--- config.mk ---
export PLATFORM = sky130hd
export DESIGN_NAME = uni_shift_seq
export DESIGN_NICKNAME = d
export VERILOG_FILES = /design/src/rtl/uni_shift_seq.sv
export SDC_FILE = /design/constraint.sdc
export NUM_CORES = 1
export LEC_CHECK = 0
export CAP_MARGIN = 20
export CORE_MARGIN = 4
export CORE_UTILIZATION = 45
export DETAILED_ROUTE_END_ITERATION = 8
export PLACE_DENSITY = 0.75
export RECOVER_POWER = 25
export SLEW_MARGIN = 20
export SYNTH_ARGS = -nofsm -noshare
export SYNTH_HDL_FRONTEND = slang
export SYNTH_SLANG_ARGS = --single-unit
export TNS_END_PERCENT = 1
--- constraint.sdc ---
create_clock -name clk -period 3.4 [get_ports clk]
set_input_delay 0.68 -clock clk [delete_from_list [all_inputs] [get_ports clk]]
set_output_delay 0.68 -clock clk [all_outputs]
set_load 0.01 [all_outputs]
--- src/rtl/uni_shift_seq.sv ---
// uni_shift_seq: parametrised universal shift register that runs N-step commands behind a valid/ready handshake.
// Optional abort/aborted ports are enabled by defining USHIFT_ABORT_EN.
module uni_shift_seq #(
  parameter int WIDTH = 8,
  localparam int CNT_W = $clog2(WIDTH) + 1
) (
  input  logic             clk,
  input  logic             rst,
  input  logic             cmd_valid,
  output logic             cmd_ready,
  input  logic [2:0]       cmd_mode,
  input  logic [CNT_W-1:0] cmd_count,
  input  logic [WIDTH-1:0] parallel_in,
  input  logic             serial_in_L,
  input  logic             serial_in_R,
`ifdef USHIFT_ABORT_EN
  input  logic             abort,
  output logic             aborted,
`endif
  output logic             busy,
  output logic             done,
  output logic [WIDTH-1:0] q,
  output logic             serial_out_L,
  output logic             serial_out_R
);
  typedef enum logic {IDLE, RUN} state_t;
  state_t           state_q;
  logic [2:0]       mode_q;
  logic [CNT_W-1:0] rem_q;
  logic [WIDTH-1:0] q_q, q_d, pin_q;
  logic             busy_q, done_q;
`ifdef USHIFT_ABORT_EN
  logic             aborted_q;
  assign aborted = aborted_q;
`endif
  assign cmd_ready    = state_q == IDLE;
  assign busy         = busy_q;
  assign done         = done_q;
  assign q            = q_q;
  assign serial_out_L = q_q[WIDTH-1];
  assign serial_out_R = q_q[0];
  always_comb begin
    case (mode_q)
      3'b001:  q_d = {serial_in_R, q_q[WIDTH-1:1]};
      3'b010:  q_d = {q_q[WIDTH-2:0], serial_in_L};
      3'b011:  q_d = pin_q;
      3'b100:  q_d = {q_q[0], q_q[WIDTH-1:1]};
      3'b101:  q_d = {q_q[WIDTH-2:0], q_q[WIDTH-1]};
      3'b110:  q_d = {q_q[WIDTH-1], q_q[WIDTH-1:1]};
      default: q_d = q_q;
    endcase
  end
  // Load data is captured at accept so parallel_in need not be held until the step.
  always_ff @(posedge clk or posedge rst) begin
    if (rst) begin
      state_q   <= IDLE;
      mode_q    <= '0;
      rem_q     <= '0;
      pin_q     <= '0;
      q_q       <= '0;
      busy_q    <= 1'b0;
      done_q    <= 1'b0;
`ifdef USHIFT_ABORT_EN
      aborted_q <= 1'b0;
`endif
    end else begin
      done_q    <= 1'b0;
`ifdef USHIFT_ABORT_EN
      aborted_q <= 1'b0;
`endif
      case (state_q)
        IDLE: if (cmd_valid) begin
          mode_q <= cmd_mode;
          pin_q  <= parallel_in;
          rem_q  <= (cmd_mode == 3'b011) ? CNT_W'(1) : cmd_count;
          if (cmd_mode == 3'b011 || cmd_count != '0) begin
            state_q <= RUN;
            busy_q  <= 1'b1;
          end else begin
            done_q <= 1'b1;
          end
        end
        RUN: begin
`ifdef USHIFT_ABORT_EN
          if (abort) begin
            state_q   <= IDLE;
            busy_q    <= 1'b0;
            aborted_q <= 1'b1;
          end else begin
`else
          begin
`endif
            q_q   <= q_d;
            rem_q <= rem_q - 1'b1;
            if (rem_q == CNT_W'(1)) begin
              state_q <= IDLE;
              busy_q  <= 1'b0;
              done_q  <= 1'b1;
            end
          end
        end
        default: state_q <= IDLE;
      endcase
    end
  end
endmodule
# Word level (Yosys, flattened, before mapping)

Index checks and enable logic that the tools add are counted.

Multiplexer cells: 16
Add/subtract/negate cells: 1
Reductions and logical operators: 8
Eq/ne operators: 11
Bitwise operators: 2

Operator list:

| kind                                                   | count |
|---|---|
| one-hot mux 8 bit (6 select lines)                     | 1 |
| == test 3 x 2 -> 1 bit (second input constant)         | 3 |
| == test 3 bit (second input constant)                  | 3 |
| two-way mux 1 bit                                      | 9 |
| two-way mux 4 bit                                      | 2 |
| one-hot mux 4 bit (2 select lines)                     | 1 |
| one-hot mux 1 bit (2 select lines)                     | 3 |
| AND reduction 3 bit                                    | 2 |
| nonzero test 6 bit                                     | 1 |
| nonzero test 5 bit                                     | 1 |
| == test 4 x 1 -> 1 bit (second input constant)         | 1 |
| inequality test 2 x 1 -> 1 bit (second input constant) | 2 |
| AND reduction 2 bit                                    | 2 |
| nonzero test 4 bit                                     | 1 |
| subtractor 4 x 1 -> 4 bit (second input constant)      | 1 |
| == test 3 x 1 -> 1 bit (second input constant)         | 1 |
| inequality test 2 bit (second input constant)          | 1 |
| inverter 1 bit                                         | 2 |
| logical OR 1 bit                                       | 1 |

Flip-flop bits (word level): 26
Input port bits: 20
Logic and storage cells: 46
Output and inout bits: 13

# Logic depth before layout (Yosys ltp)

Depth after elaboration: 5
Gate-level depth with buffers: 6

# Least setup slack after synthesis

OpenSTA, ideal clock, no wires.

Path kind: in2reg
Start: input cmd_valid
End: register pin_q[5]
Required time: 3272 ps
Setup slack: 1780 ps
Cell stages on the path: 4
Buffers on the path: 2
Data arrival time: 1492 ps
Cells stage by stage: nor2b_1 > buf_2 > buf_2 > mux2_1

Longest elaborated chain between the ends: 1

RTL lines:

| element                              | line | text |
|---|---|---|
| start, declared                      | 9    | `input logic cmd_valid,` |
| AND reduction 2 bit (no source line) | --   |  |
| end signal, assigned                 | 74   | `pin_q <= parallel_in;` |
| end, declared                        | 30   | `logic [WIDTH-1:0] q_q, q_d, pin_q;` |

No other way between the ends.
A chain may end at the register's enable or synchronous reset.

# Worst setup path after layout

Start: register state_q
End: output cmd_ready

Longest elaborated chain between the ends: 1

RTL lines:

| element                         | line | text |
|---|---|---|
| start, declared                 | 27   | `state_t state_q;` |
| start signal, assigned          | 56   | `state_q <= IDLE;` |
| start signal, assigned          | 77   | `state_q <= RUN;` |
| start signal, assigned          | 96   | `state_q <= IDLE;` |
| inverter 1 bit (no source line) | --   |  |
| end, declared                   | 10   | `output logic cmd_ready,` |

No other way between the ends.

==> report_table.html <==
<table>
<tr><th>Metric</th><th>Value</th></tr>
<tr><th colspan="2">Status</th></tr>
<tr><td>Result of the run</td><td>finished clean</td></tr>
<tr><th colspan="2">CTS</th></tr>
<tr><td>Gates resized, CTS repair</td><td>0</td></tr>
<tr><td>Maximum count of clock buffers along a single path</td><td>2</td></tr>
<tr><td>Worst-path clk slew</td><td>approximately 0.14 ns</td></tr>
<tr><td>Post-CTS setup repair buffer count</td><td>0</td></tr>
<tr><td>H-tree depth</td><td>1</td></tr>
<tr><td>Insertion delay to the later sink of the worst-skew pair</td><td>~0.33 ns</td></tr>
<tr><td>Clock buffer count from CTS</td><td>3</td></tr>
<tr><td>CTS Sinks</td><td>26</td></tr>
<tr><td>Clock tree from TritonCTS</td><td>done</td></tr>
<tr><td>Root buffer cell</td><td>sky130_fd_sc_hd__clkbuf_4</td></tr>
<tr><td>CTS hold repair buffers</td><td>0</td></tr>
<tr><th colspan="2">Worst hold path</th></tr>
<tr><td>WHS Endpoint</td><td>pin_q[0]$_DFFE_PP0P_</td></tr>
<tr><td>HP Start</td><td>pin_q[0]$_DFFE_PP0P_</td></tr>
<tr><td>Instance count along the most critical hold path</td><td>1</td></tr>
<tr><td>Min-Delay Path Class</td><td>register to register</td></tr>
<tr><th colspan="2">Timing</th></tr>
<tr><td>Number of failing setup endpoints in the final timing report</td><td>0</td></tr>
<tr><td>Tmin final</td><td>approximately 2.3 ns</td></tr>
<tr><td>Post-route fraction of the period consumed by the critical path</td><td>67.2%</td></tr>
<tr><td>Post-Route Setup TNS</td><td>0 ns</td></tr>
<tr><td>Max Clock Skew</td><td>about 0.0023 ns</td></tr>
<tr><td>Fmax</td><td>between 400 and 500 MHz</td></tr>
<tr><td>Final hold vios</td><td>0</td></tr>
<tr><td>Setup repair after global routing missed its margin</td><td>no</td></tr>
<tr><td>Tightest Pin Transition</td><td>about 0.9 ns</td></tr>
<tr><td>Least setup slack across all paths after layout</td><td>1.11 ns</td></tr>
<tr><td>Normalized max-slew margin</td><td>about two fifths</td></tr>
<tr><td>Total count of max-transition violations in the final report</td><td>0</td></tr>
<tr><th colspan="2">Floorplanning</th></tr>
<tr><td>Number of rows created at floorplan</td><td>20</td></tr>
<tr><td>Core Region</td><td>3030 um2</td></tr>
<tr><td>Die footprint</td><td>around 4000 um2</td></tr>
<tr><td>Die width</td><td>64.0 um</td></tr>
<tr><td>Number of top-level pins</td><td>33</td></tr>
<tr><td>Initial standard-cell utilization of the core</td><td>46.7%</td></tr>
<tr><td>Vertical die dimension</td><td>about 64 um</td></tr>
<tr><th colspan="2">Logic synthesis</th></tr>
<tr><td>Post-synth top flop</td><td>sky130_fd_sc_hd__dfrtp_1</td></tr>
<tr><td>Count of unique library cells instantiated by Yosys</td><td>40</td></tr>
<tr><td>Net count after synthesis</td><td>between 150 and 200</td></tr>
<tr><td>Post-synth EDFFs</td><td>0</td></tr>
<tr><td>Sequential cell area fraction in the yosys report</td><td>about 46%</td></tr>
<tr><td>Synthesis warning total</td><td>0</td></tr>
<tr><td>Area share of the largest cell type after synthesis</td><td>46.1%</td></tr>
<tr><td>Average size of a mapped cell</td><td>between 10 and 15 um2</td></tr>
<tr><td>Cell Area, Synth</td><td>roughly 1400 um2</td></tr>
<tr><td>Top cells by count, synth</td><td>sky130_fd_sc_hd__dfrtp_1 (26), sky130_fd_sc_hd__nand2_1 (12), sky130_fd_sc_hd__a21oi_1 (10), sky130_fd_sc_hd__mux2_1 (9)</td></tr>
<tr><td>Cell accounting for the most synthesized area</td><td>sky130_fd_sc_hd__dfrtp_1</td></tr>
<tr><td>Most common cell in the synthesized netlist</td><td>sky130_fd_sc_hd__dfrtp_1</td></tr>
<tr><td>Post-synthesis register bit count</td><td>26</td></tr>
<tr><td>Synth area leaders</td><td>sky130_fd_sc_hd__dfrtp_1 (46%), sky130_fd_sc_hd__mux2_1 (7.2%), sky130_fd_sc_hd__a21oi_1 (3.5%), sky130_fd_sc_hd__o22ai_1 (3.5%), sky130_fd_sc_hd__nand2_1 (3.2%)</td></tr>
<tr><td>Count of mapped cells out of synthesis</td><td>141</td></tr>
<tr><td>Async SR Flop Fraction</td><td>100%</td></tr>
<tr><th colspan="2">Detailed routing</th></tr>
<tr><td>Residual DRC count</td><td>0</td></tr>
<tr><td>Average wire per cell in the routed design</td><td>14.6 um</td></tr>
<tr><td>Detailed router's first-iteration violation count</td><td>75</td></tr>
<tr><td>Total routed wirelength</td><td>approximately 3100 um</td></tr>
<tr><td>Post-route antenna net violation count</td><td>0</td></tr>
<tr><td>Number of vias per cell</td><td>~5.6</td></tr>
<tr><td>Number of iterations in the first detailed-routing pass</td><td>5</td></tr>
<tr><td>Total via count in the routed design</td><td>1,182</td></tr>
<tr><th colspan="2">Setup path</th></tr>
<tr><td>Critical Path RT</td><td>2.72 ns</td></tr>
<tr><td>Number of cells traversed by the worst register-to-register path</td><td>3</td></tr>
<tr><td>Crit path arrival time</td><td>roughly 1.6 ns</td></tr>
<tr><td>Startpoint kind of the worst setup timing path</td><td>register</td></tr>
<tr><td>Crit path max fanout</td><td>13</td></tr>
<tr><td>Kind of end point of the critical path</td><td>primary output</td></tr>
<tr><td>Critical register-to-register path startpoint</td><td>state_q$_DFF_PP0_</td></tr>
<tr><td>Worst setup slack for register-to-register paths</td><td>~1.6 ns</td></tr>
<tr><td>Worst reg2reg endpoint</td><td>pin_q[2]$_DFFE_PP0P_</td></tr>
<tr><td>Start-to-end type of the worst setup path</td><td>register to primary output</td></tr>
<tr><th colspan="2">Power</th></tr>
<tr><td>Power density cells</td><td>roughly 970 nW/um2</td></tr>
<tr><td>Leakage power summed over all cells</td><td>0.752 nW</td></tr>
<tr><td>VDD IR max</td><td>0.000364 V</td></tr>
<tr><th colspan="2">GRT</th></tr>
<tr><td>Total congestion overflow</td><td>0</td></tr>
<tr><td>Vias in the first global route</td><td>about 1,100</td></tr>
<tr><td>Global-route wire length before repair</td><td>about 5000 um</td></tr>
<tr><td>Largest net degree at the start of global routing</td><td>27</td></tr>
<tr><td>Antenna violations before repair</td><td>0</td></tr>
<tr><td>Overall routing resource usage</td><td>15.5%</td></tr>
<tr><th colspan="2">Place</th></tr>
<tr><td>Global placement routability congestion</td><td>approximately 0.83</td></tr>
<tr><td>Number of port buffers</td><td>32</td></tr>
<tr><td>Pre-CTS setup slack</td><td>0.915 ns</td></tr>
<tr><td>Detailed-placement wirelength estimate</td><td>approximately 2300 um</td></tr>
<tr><td>Placed Cells</td><td>208</td></tr>
<tr><th colspan="2">Layout</th></tr>
<tr><td>Number of nets in the finished design</td><td>approximately 190</td></tr>
<tr><td>Final core utilization</td><td>between 50% and 60%</td></tr>
<tr><td>Layout cell share with drive strength beyond 1</td><td>5.36%</td></tr>
<tr><td># fillers</td><td>roughly 260</td></tr>
<tr><td>FF+latch area</td><td>about 650 um2</td></tr>
<tr><td>Synth-to-Final Area Change</td><td>26.1%</td></tr>
<tr><td>Number of antenna repair diodes</td><td>0</td></tr>
<tr><td>Combined area of the multi-input logic cells</td><td>666 um2</td></tr>
<tr><td>Number of non-filler instances in the completed layout</td><td>roughly 210</td></tr>
<tr><th colspan="2">Job</th></tr>
<tr><td>Number of max-cap violations</td><td>0</td></tr>
</table>
registers in the layout (all words and copies together), names as in the netlist:
signal and cells:
busy 1, done 1, mode_q 3, pin_q 8, q 8, rem_q 4, state_q 1
final cells by class:
cell class,instances,share of cell area [%]
timing repair buffer,33,18.4
tap,44,3.09
clock inverter,1,1.69
multi-input combinational,97,37.4
sequential,26,36.5
inverter,8,1.69
clock buffer,3,1.26
logic make-up after synthesis:
group | share of synthesized area [%]
AOI/OAI and AO/OA | 22.3
adders and majority gates | 1.77
buffers and inverters | 6.82
DFF | 46.1
muxes | 7.97
and+or+nand+nor | 15.1
where the power goes:
group,leakage [nW],switching [W],internal (W)
sequential,0.309,0.000196,0.000464
combinational,0.415,0.000387,0.000469
clock,0.0279,0.0000960,0.000119
total,0.752,0.000680,0.00105
worst max-delay path by stage:
stage / startpoint / to / slack (ns) / cells after the start
after floorplan: cmd_valid / pin_q[5]$_DFFE_PP0P_ / 1.78 / 4
after detailed placement: cmd_valid / pin_q[2]$_DFFE_PP0P_ / 0.92 / 4
final: state_q$_DFF_PP0_ / cmd_ready / 1.11 / 2
after global routing: state_q$_DFF_PP0_ / cmd_ready / 1.02 / 2
after global placement: cmd_valid / pin_q[5]$_DFFE_PP0P_ / 0.97 / 4
after CTS: state_q$_DFF_PP0_ / cmd_ready / 1.11 / 2
through the flow:
step	total power, W	cell area (um2)	hold WS [ns]
finish	0.00173	1780	0.503
global route	0.00186	1780	0.516
CTS	0.00174	1780	0.504
detailed placement	0.00152	1730	0.472
global placement	0.00149	1730	0.467
floorplan	0.00128	1410	0.450
worst max-delay path, cell delays in order, from the launching register on:
cell and delay, ns:
sky130_fd_sc_hd__dfrtp_1 0.56, sky130_fd_sc_hd__inv_1 0.17, sky130_fd_sc_hd__clkdlybuf4s50_1 0.55
layer usage:
layer	GRT usage, %	share of wire [%]
met5	0	0
met4	6.74	1.4
met3	2.46	6.0
met2	24.4	48
met1	21.0	44
cell usage in the layout (no fill, tap or decap), types with 2 or more instances in the layout:
cell type / instances
sky130_fd_sc_hd__mux2_1: 9
sky130_fd_sc_hd__a211oi_1: 2
sky130_fd_sc_hd__clkbuf_4: 3
sky130_fd_sc_hd__and2_1: 2
sky130_fd_sc_hd__ha_1: 2
sky130_fd_sc_hd__dfrtp_1: 26
sky130_fd_sc_hd__a22o_1: 4
sky130_fd_sc_hd__o22ai_1: 8
sky130_fd_sc_hd__a21oi_1: 10
sky130_fd_sc_hd__o21ai_1: 5
sky130_fd_sc_hd__nand2_1: 12
sky130_fd_sc_hd__a21o_1: 2
sky130_fd_sc_hd__nand3_1: 5
sky130_fd_sc_hd__clkdlybuf4s50_1: 31
sky130_fd_sc_hd__o22a_1: 4
sky130_fd_sc_hd__inv_1: 7
sky130_fd_sc_hd__nand2b_1: 6
sky130_fd_sc_hd__nor2_1: 6
No activity file was read; power rests on OpenSTA's default activity.
